===== config.mk =====
export PLATFORM = sky130hd
export DESIGN_NAME = mbs_arbitro
export DESIGN_NICKNAME = d
export VERILOG_FILES = /design/src/rtl/mbs_pkg.sv /design/src/rtl/mbs_nucleo.sv /design/src/rtl/mbs_arbitro.sv
export SDC_FILE = /design/constraint.sdc
export NUM_CORES = 1
export LEC_CHECK = 0
export BUFFER_PORTS_ARGS = -buffer_cell sky130_fd_sc_hd__buf_2
export CAP_MARGIN = 20
export CELL_PAD_IN_SITES_DETAIL_PLACEMENT = 1
export CELL_PAD_IN_SITES_GLOBAL_PLACEMENT = 1
export CORE_ASPECT_RATIO = 1.5
export CORE_UTILIZATION = 44
export DETAILED_ROUTE_END_ITERATION = 6
export GPL_TIMING_DRIVEN = 1
export PLACE_DENSITY = 0.88
export SLEW_MARGIN = 20
export SYNTH_ARGS = -nofsm -noshare
export SYNTH_HDL_FRONTEND = slang
export SYNTH_SLANG_ARGS = --single-unit

===== constraint.sdc =====
create_clock -name clock -period 5.92 [get_ports clock]
set_clock_uncertainty 0.15 [all_clocks]
set_input_delay 0.296 -clock clock [delete_from_list [all_inputs] [get_ports clock]]
set_output_delay 0.296 -clock clock [all_outputs]
set_load 0.1 [all_outputs]

===== src/rtl/mbs_pkg.sv =====
// Shared definitions for the mbs_arbitro shift-add multiplier:
// FSM state encoding and the default operand width.
package mbs_pkg;

  localparam int LARGURA_PADRAO = 8;

  typedef enum logic [1:0] {
    OCIOSO   = 2'd0,
    CALCULA  = 2'd1,
    RESPOSTA = 2'd2
  } estado_t;

endpackage


===== src/rtl/mbs_nucleo.sv =====
// Shift-add multiplier datapath: operand/accumulator registers, iteration counter
// and end-of-calculation detect. MBS_ARBITRO_EARLY_EXIT_EN enables early exit when a runs out of ones.
module mbs_nucleo
  import mbs_pkg::*;
#(
  parameter int LARGURA = LARGURA_PADRAO
) (
  input  logic                   clock,
  input  logic                   reset,
  input  logic                   carga,
  input  logic                   passo,
  input  logic [LARGURA-1:0]     a_in,
  input  logic [LARGURA-1:0]     b_in,
  output logic [2*LARGURA-1:0]   produto,
  output logic                   ultimo
);

  localparam int CW = $clog2(LARGURA + 1);

  logic [LARGURA-1:0]   a_q;
  logic [2*LARGURA-1:0] b_q;
  logic [2*LARGURA-1:0] acc_q;
  logic [CW-1:0]        cnt_q;

  // NOTE: non-blocking assignments keep every register reading the pre-edge
  // values of the others, so acc sees the old b and a in the same step.
  always_ff @(posedge clock or posedge reset) begin
    if (reset) begin
      a_q   <= '0;
      b_q   <= '0;
      acc_q <= '0;
      cnt_q <= '0;
    end else if (carga) begin
      a_q   <= a_in;
      b_q   <= {{LARGURA{1'b0}}, b_in};
      acc_q <= '0;
      cnt_q <= '0;
    end else if (passo) begin
      if (a_q[0]) acc_q <= acc_q + b_q;
      a_q   <= a_q >> 1;
      b_q   <= b_q << 1;
      cnt_q <= cnt_q + 1'b1;
    end
  end

  assign produto = acc_q;

  // ultimo flags that the step being taken on this edge is the final one.
`ifdef MBS_ARBITRO_EARLY_EXIT_EN
  assign ultimo = (cnt_q == CW'(LARGURA - 1)) || ((a_q >> 1) == '0);
`else
  assign ultimo = (cnt_q == CW'(LARGURA - 1));
`endif

endmodule


===== src/rtl/mbs_arbitro.sv =====
// Two-requester arbiter in front of a sequential shift-add multiplier with a
// valid/ready response port. MBS_ARBITRO_EARLY_EXIT_EN shortens latency (see mbs_nucleo).
module mbs_arbitro
  import mbs_pkg::*;
#(
  parameter int LARGURA = LARGURA_PADRAO
) (
  input  logic                 clock,
  input  logic                 reset,
  input  logic                 req0_valid,
  input  logic [LARGURA-1:0]   req0_a,
  input  logic [LARGURA-1:0]   req0_b,
  output logic                 req0_ready,
  input  logic                 req1_valid,
  input  logic [LARGURA-1:0]   req1_a,
  input  logic [LARGURA-1:0]   req1_b,
  output logic                 req1_ready,
  output logic                 resp_valid,
  input  logic                 resp_ready,
  output logic                 resp_id,
  output logic [2*LARGURA-1:0] resp_produto,
  output logic                 busy
);

  estado_t              estado;
  logic                 prio;
  logic                 id_q;
  logic                 aceita0;
  logic                 aceita1;
  logic                 carga;
  logic                 passo;
  logic                 ultimo;
  logic [LARGURA-1:0]   a_sel;
  logic [LARGURA-1:0]   b_sel;

  // NOTE: every signal gets a value on every path through always_comb,
  // otherwise synthesis infers a latch to hold the missing case.
  always_comb begin
    req0_ready = 1'b0;
    req1_ready = 1'b0;
    if (estado == OCIOSO) begin
      req0_ready = req0_valid && (!req1_valid || !prio);
      req1_ready = req1_valid && (!req0_valid ||  prio);
    end
  end

  assign aceita0 = req0_valid && req0_ready;
  assign aceita1 = req1_valid && req1_ready;
  assign carga   = aceita0 || aceita1;
  assign passo   = (estado == CALCULA);
  assign a_sel   = aceita1 ? req1_a : req0_a;
  assign b_sel   = aceita1 ? req1_b : req0_b;

  mbs_nucleo #(
    .LARGURA (LARGURA)
  ) u_nucleo (
    .clock   (clock),
    .reset   (reset),
    .carga   (carga),
    .passo   (passo),
    .a_in    (a_sel),
    .b_in    (b_sel),
    .produto (resp_produto),
    .ultimo  (ultimo)
  );

  always_ff @(posedge clock or posedge reset) begin
    if (reset) begin
      estado     <= OCIOSO;
      prio       <= 1'b0;
      id_q       <= 1'b0;
      resp_valid <= 1'b0;
      busy       <= 1'b0;
    end else begin
      case (estado)
        OCIOSO: begin
          if (carga) begin
            id_q   <= aceita1;
            busy   <= 1'b1;
            estado <= CALCULA;
          end
        end
        CALCULA: begin
          if (ultimo) begin
            resp_valid <= 1'b1;
            estado     <= RESPOSTA;
          end
        end
        RESPOSTA: begin
          // Fairness: the other requester wins the next tie.
          if (resp_ready) begin
            resp_valid <= 1'b0;
            busy       <= 1'b0;
            prio       <= ~id_q;
            estado     <= OCIOSO;
          end
        end
        default: begin
          resp_valid <= 1'b0;
          busy       <= 1'b0;
          estado     <= OCIOSO;
        end
      endcase
    end
  end

  assign resp_id = id_q;

endmodule


# == Word-level counts from Yosys, hierarchy flattened ==
# Cells that the tools add are included.
# classes
add_sub_neg,2
eq_ne,6
n_mux,22
bitwise_logic,3
n_reduce_logical,19
# op_table
op,n
2-to-1 mux 16 bit,5
2-to-1 mux 8 bit,4
adder 16 bit,1
AND reduction 3 bit,3
2-to-1 mux 4 bit,2
2-to-1 mux 2 bit,3
case mux 1 bit (3 select lines),2
case mux 2 bit (3 select lines),1
AND reduction 2 bit,3
2-to-1 mux 1 bit,5
"adder 4 x 1 -> 4 bit, second input constant",1
"equality test 4 x 3 -> 1 bit, second input constant",1
logical AND 1 bit,4
"inequality test 2 bit, second input constant",2
nonzero test 2 bit,2
zero test 1 bit,3
logical OR 1 bit,3
inverter 1 bit,3
"equality test 2 x 1 -> 1 bit, second input constant",1
"equality test 2 bit, second input constant",1
zero test 2 bit,1
"inequality test 2 x 1 -> 1 bit, second input constant",1
# totals
regBits,50
inputBits,37
out_inout_bits,21
word_cells,61

# == Logic depth before layout (Yosys ltp) ==
# depth
word_depth,8
ltp_mapped,10
mapped_depth_nobuf,10

# == Cells and area by module ==
# A second synthesis with hierarchy kept.
# hier_totals
cells_unflattened,336
hier_area_um2,3209.3
# modules_own_cells
mod,instances,cells_each,area_each_um2,seq_area_each_um2
mbs_nucleo,1,288,2691.3,1101.1
mbs_arbitro,1,48,518.0,150.1

# == Least setup slack after synthesis ==
# OpenSTA, ideal clock, no wires.
# synth_timing
path_type,register to register
start,"register u_nucleo.acc_q[1], in the netlist u_nucleo.produto[1]"
end,"register u_nucleo.acc_q[15], in the netlist u_nucleo.produto[15]"
setup_time_ns,0.093
arrival_ns,2.614
required_ns,5.677
setup_slack_ns,3.063
path_stages_with_launch,9
synth_period_minus_slack_ns,2.857
path_cell_list,dfrtp_1 > ha_1 > a211oi_1 > o211ai_2 > a31oi_2 > o21ai_2 > a31oi_4 > mux2i_1 > mux2i_1
# synth_via
elab_chain_cells,4
# synth_rtl
element,line,source
"start, declared",mbs_nucleo.sv:22,logic [2*LARGURA-1:0] acc_q;
"start signal, assigned",mbs_nucleo.sv:39,if (a_q[0]) acc_q <= acc_q + b_q;
adder 16 bit,mbs_nucleo.sv:39,
2-to-1 mux 16 bit,mbs_nucleo.sv:39,
2-to-1 mux 16 bit,mbs_nucleo.sv:38,end else if (passo) begin
2-to-1 mux 16 bit,mbs_nucleo.sv:33,end else if (carga) begin
# Every way passes these cells. The select of a mux whose other input is x is not followed.
# A chain may end at the register's enable or synchronous reset.

# == Worst setup path after layout ==
# layout_timing
start,register estado[1]
end,output req1_ready
# layout_via
elab_chain_cells,2
# layout_rtl
element,line,source
"start, declared",mbs_arbitro.sv:25,estado_t estado;
"start signal, assigned",mbs_arbitro.sv:69,estado <= OCIOSO;
"start signal, assigned",mbs_arbitro.sv:80,estado <= CALCULA;
"start signal, assigned",mbs_arbitro.sv:86,estado <= RESPOSTA;
zero test 2 bit,mbs_arbitro.sv:41,if (estado == OCIOSO) begin
2-to-1 mux 1 bit,mbs_arbitro.sv:41,
"end, declared",mbs_arbitro.sv:17,"output logic req1_ready,"
# Every way passes these cells.

==> results.txt <==
The flow ran to the end, but the final reports show violations. The checks that failed: hold timing. Using the TritonRoute via totals, the vias-per-cell ratio works out to 5.65. Multi-input logic area: 1580 um^2. sky130_fd_sc_hd__dfrtp_1 takes more of the synthesized area than any other cell. The via count of the first global-routing pass is 2891, and the average wire length per cell after detail routing is 16.2 um. In this run the remaining antenna-violating nets after routing total 0. For the count of final max-slew check failures, the log shows 0.

Data arrives at the worst endpoint at 2680 ps. The deepest level of the CTS H-tree was 2; the number of input and output port buffers inserted was 57. The number of detailed-routing iterations run before antenna repair was 4. For this configuration, the core starts out at a cell density of 45.4%. In the final layout, the share of cells above drive strength 1 is 19.7%.

Along the worst path, the maximum fanout reaches 18. Headroom to the max-slew limit came out at 33.7%. Buffers inserted during clock tree synthesis total 5. Setup slack on the worst reg-to-reg path comes out at 3380 ps.

Detailed placement finished with a half-perimeter wire length of 5.51 mm. The die covers 6980 um^2. Launching element type of the critical path: a flip-flop. The first-pass GRT wire length is 13.0 mm.

The tools report the launching point of the worst reg2reg path as estado[1]. The critical path ends at req1_ready. The post-route clock period utilization came out at 52.7%.

The detailed router finished its first iteration with 92 violations. The cell count of the worst reg-to-reg path works out to 5. Counting distinct cell types in the post-synthesis netlist gives 40. TritonCTS built the clock tree. In this run the deepest clock path goes through 2 buffers.

The floorplan die width was 68.6 um. Of the post-synthesis cell area, the dominant cell type holds 42.8%. The root buffer cell chosen for the clock tree is sky130_fd_sc_hd__clkbuf_8. Global routing used 24.9% of the available tracks across all layers. The logs give 394 for the post-synth net total and 6440 um^2 for the area of the placeable core. The number of enable flip-flop cells after synthesis works out to 0. The critical path is of the reg2out type. The synthesized area per cell works out to 8.60 um^2. The final route contains 2638 vias. Max-cap violations in this run came to 0. The run gives 320 ps as the later-pin clock latency in the skew report.

The logs give 7.57 mm for the wire length after detailed routing and 0.796 for the weighted congestion at the end of routability-driven global placement. The die height came out at 102 um. The tools report the count of endpoints failing hold in the final timing report as 50. For the worst setup path, the data required time is 5470 ps. The tools report the source of the critical timing path as estado[1].

The time the final worst path needs with I/O delays and setup is 3120 ps. The cell area that synthesis handed to floorplanning was 2920 um^2. The post-synthesis instance total is 340, and the synthesis-to-layout area growth is 14.6%. 0 antenna diodes ended up in the layout. The number of I/O pins was 58; the number of remaining DRC errors was 0. The remaining global-route overflow is 0, and the async set-reset flop share out of synthesis is 100%. In this run, post-CTS hold repair placed 0 buffers. The area occupied by registers was 1250 um^2.

For the number of setup violations in the final report, the log shows 0. STA classifies the critical path endpoint as an output port. The number of rows in the core area was 36. Path category of the worst min-delay check: in2async.

Setup repair after global routing left no endpoint under its margin. Ranked by total cell area, the synthesized netlist is headed by sky130_fd_sc_hd__dfrtp_1 (43%), sky130_fd_sc_hd__nand2_1 (13%), sky130_fd_sc_hd__ha_1 (6.8%), sky130_fd_sc_hd__o21ai_0 (4.6%), sky130_fd_sc_hd__a21oi_1 (4.1%). After synthesis, flip-flops and latches occupy 42.8% of the total area.

After the last flow step, the layout net total stands at 444. For the pin with the worst max-slew slack, the measured transition is 991 ps. The number of antenna violations at the first check in global routing came out at 0. In this run the critical register-to-register path is captured at u_nucleo.produto[3]. After clock tree synthesis, the clock-pin slew on the worst setup and hold paths is 90 ps. The number of setup buffers added after CTS is 0. In the synthesized netlist the dominant register cell turns out to be sky130_fd_sc_hd__dfrtp_1.

The filler cells instantiated in the layout total 802. The tools report the number of cells upsized or downsized after cts as 0. The run gives 0 ps as the total negative slack for setup checks. The synthesized design contains 50 register bits. For this run, the number of Yosys warnings is 0.

The logs give -27.1 ps for the worst hold slack and 50 for the clock sink count. Entering global routing, the biggest net connects 51 pins. Timing would allow up to 0.320 GHz.
kinds of logic after synthesis:
logic type	count (synthesis)	share of synthesized area (%)
compound gates	94	20.8
xor+xnor	15	4.49
fa+ha+maj	17	7.53
buf+inv	24	3.29
flops	50	42.8
mux	4	1.37
simple gates	136	19.7
cells in the final DEF (no fill, tap or decap), drive strengths merged:
cell      netlist  routed
nand4b          1       1
nand2         100     100
and3           13      13
a21oi          24      24
xor2           10      10
fa              1       1
dfrtp          50      50
a311oi          1       1
o21bai          2       2
mux2i           4       4
a221oi          1       1
nand3           3       3
inv             8       7
a31oi          15      15
nand3b          1       1
xnor2           5       5
and2            1       1
a21o           11      11
nor2b           1       1
nand2b          3       3
ha             16      16
clkinv          0       2
nor2           11      11
clkbuf         10       6
o211ai          2       2
a211oi          2       2
o21ai          28      28
buf             6      59
a41o            1       1
clkinvlp        0       1
a211o           1       1
a22o            1       1
nand4           1       1
o21a            3       3
a221o           2       2
and4            1       1
Yosys cell counts (all sizes together), types with 8 or more instances:
| library cell | instances |
|---|---|
| a21oi | 24 |
| ha | 16 |
| clkbuf | 10 |
| xor2 | 10 |
| a21o | 11 |
| nor2 | 11 |
| o21ai | 28 |
| dfrtp | 50 |
| nand2 | 100 |
| inv | 8 |
| and3 | 13 |
| a31oi | 15 |
metrics by stage:
stage | std cells | utilization [%] | hold WS, ps | worst slack [ps] | cell area, um^2
after floorplan | 340 | - | 291 | 3060 | 2920
after global placement | 459 | 50.5 | 309 | 3200 | 3260
after detailed placement | 459 | 50.5 | 322 | 3120 | 3260
after CTS | 467 | 52.0 | 61.0 | 2760 | 3350
after global routing | 467 | 52.0 | 47.1 | 2600 | 3350
final | 467 | 52.0 | -27.1 | 2800 | 3350
state kept, by name, summed over array words and instances, names as in the netlist:
name and flops:
u_nucleo.b_q 16, u_nucleo.a_q 8, prio 1, u_nucleo.produto 16, estado 2, resp_valid 1, busy 1, resp_id 1
u_nucleo.cnt_q 4
metal layers:
metal / part of all wire (%) / up-vias / GRT usage (%)
met4: 3.8 / 0 / 14.1
met1: 39 / 1277 / 28.1
met5: 0 / - / 0
met3: 2.9 / 24 / 4.13
met2: 54 / 65 / 43.0
li1: - / 1272 / -
critical path, stage by stage, from the launching register on:
cell                      delay, ps
sky130_fd_sc_hd__dfrtp_1        460
sky130_fd_sc_hd__nor2_1         250
sky130_fd_sc_hd__nand3_1        550
sky130_fd_sc_hd__inv_1          580
sky130_fd_sc_hd__buf_2          520
worst min path at each step:
stage,endpoint,depth (start not counted),from,slack [ps]
6_report,u_nucleo.produto[15],2,reset,-30
5_1_grt,u_nucleo.produto[15],2,reset,50
4_1_cts,u_nucleo.a_q[2],3,req0_a[2],60
3_5_place_dp,busy,2,busy,320
3_3_place_gp,u_nucleo.produto[15],1,u_nucleo.produto[15],310
2_1_floorplan,u_nucleo.b_q[7],2,req1_b[7],290
final cells by class:
cell class,instances,area share [%]
well taps,76,2.84
inverters,8,0.933
clock inverters,2,0.373
multi-input cells,266,47.1
repair buffers,59,8.96
clock buffers,6,2.46
flip-flops and latches,50,37.3
Power is not shown: default switching activity piles up to over one toggle a cycle in this logic, so the estimate is an artifact.
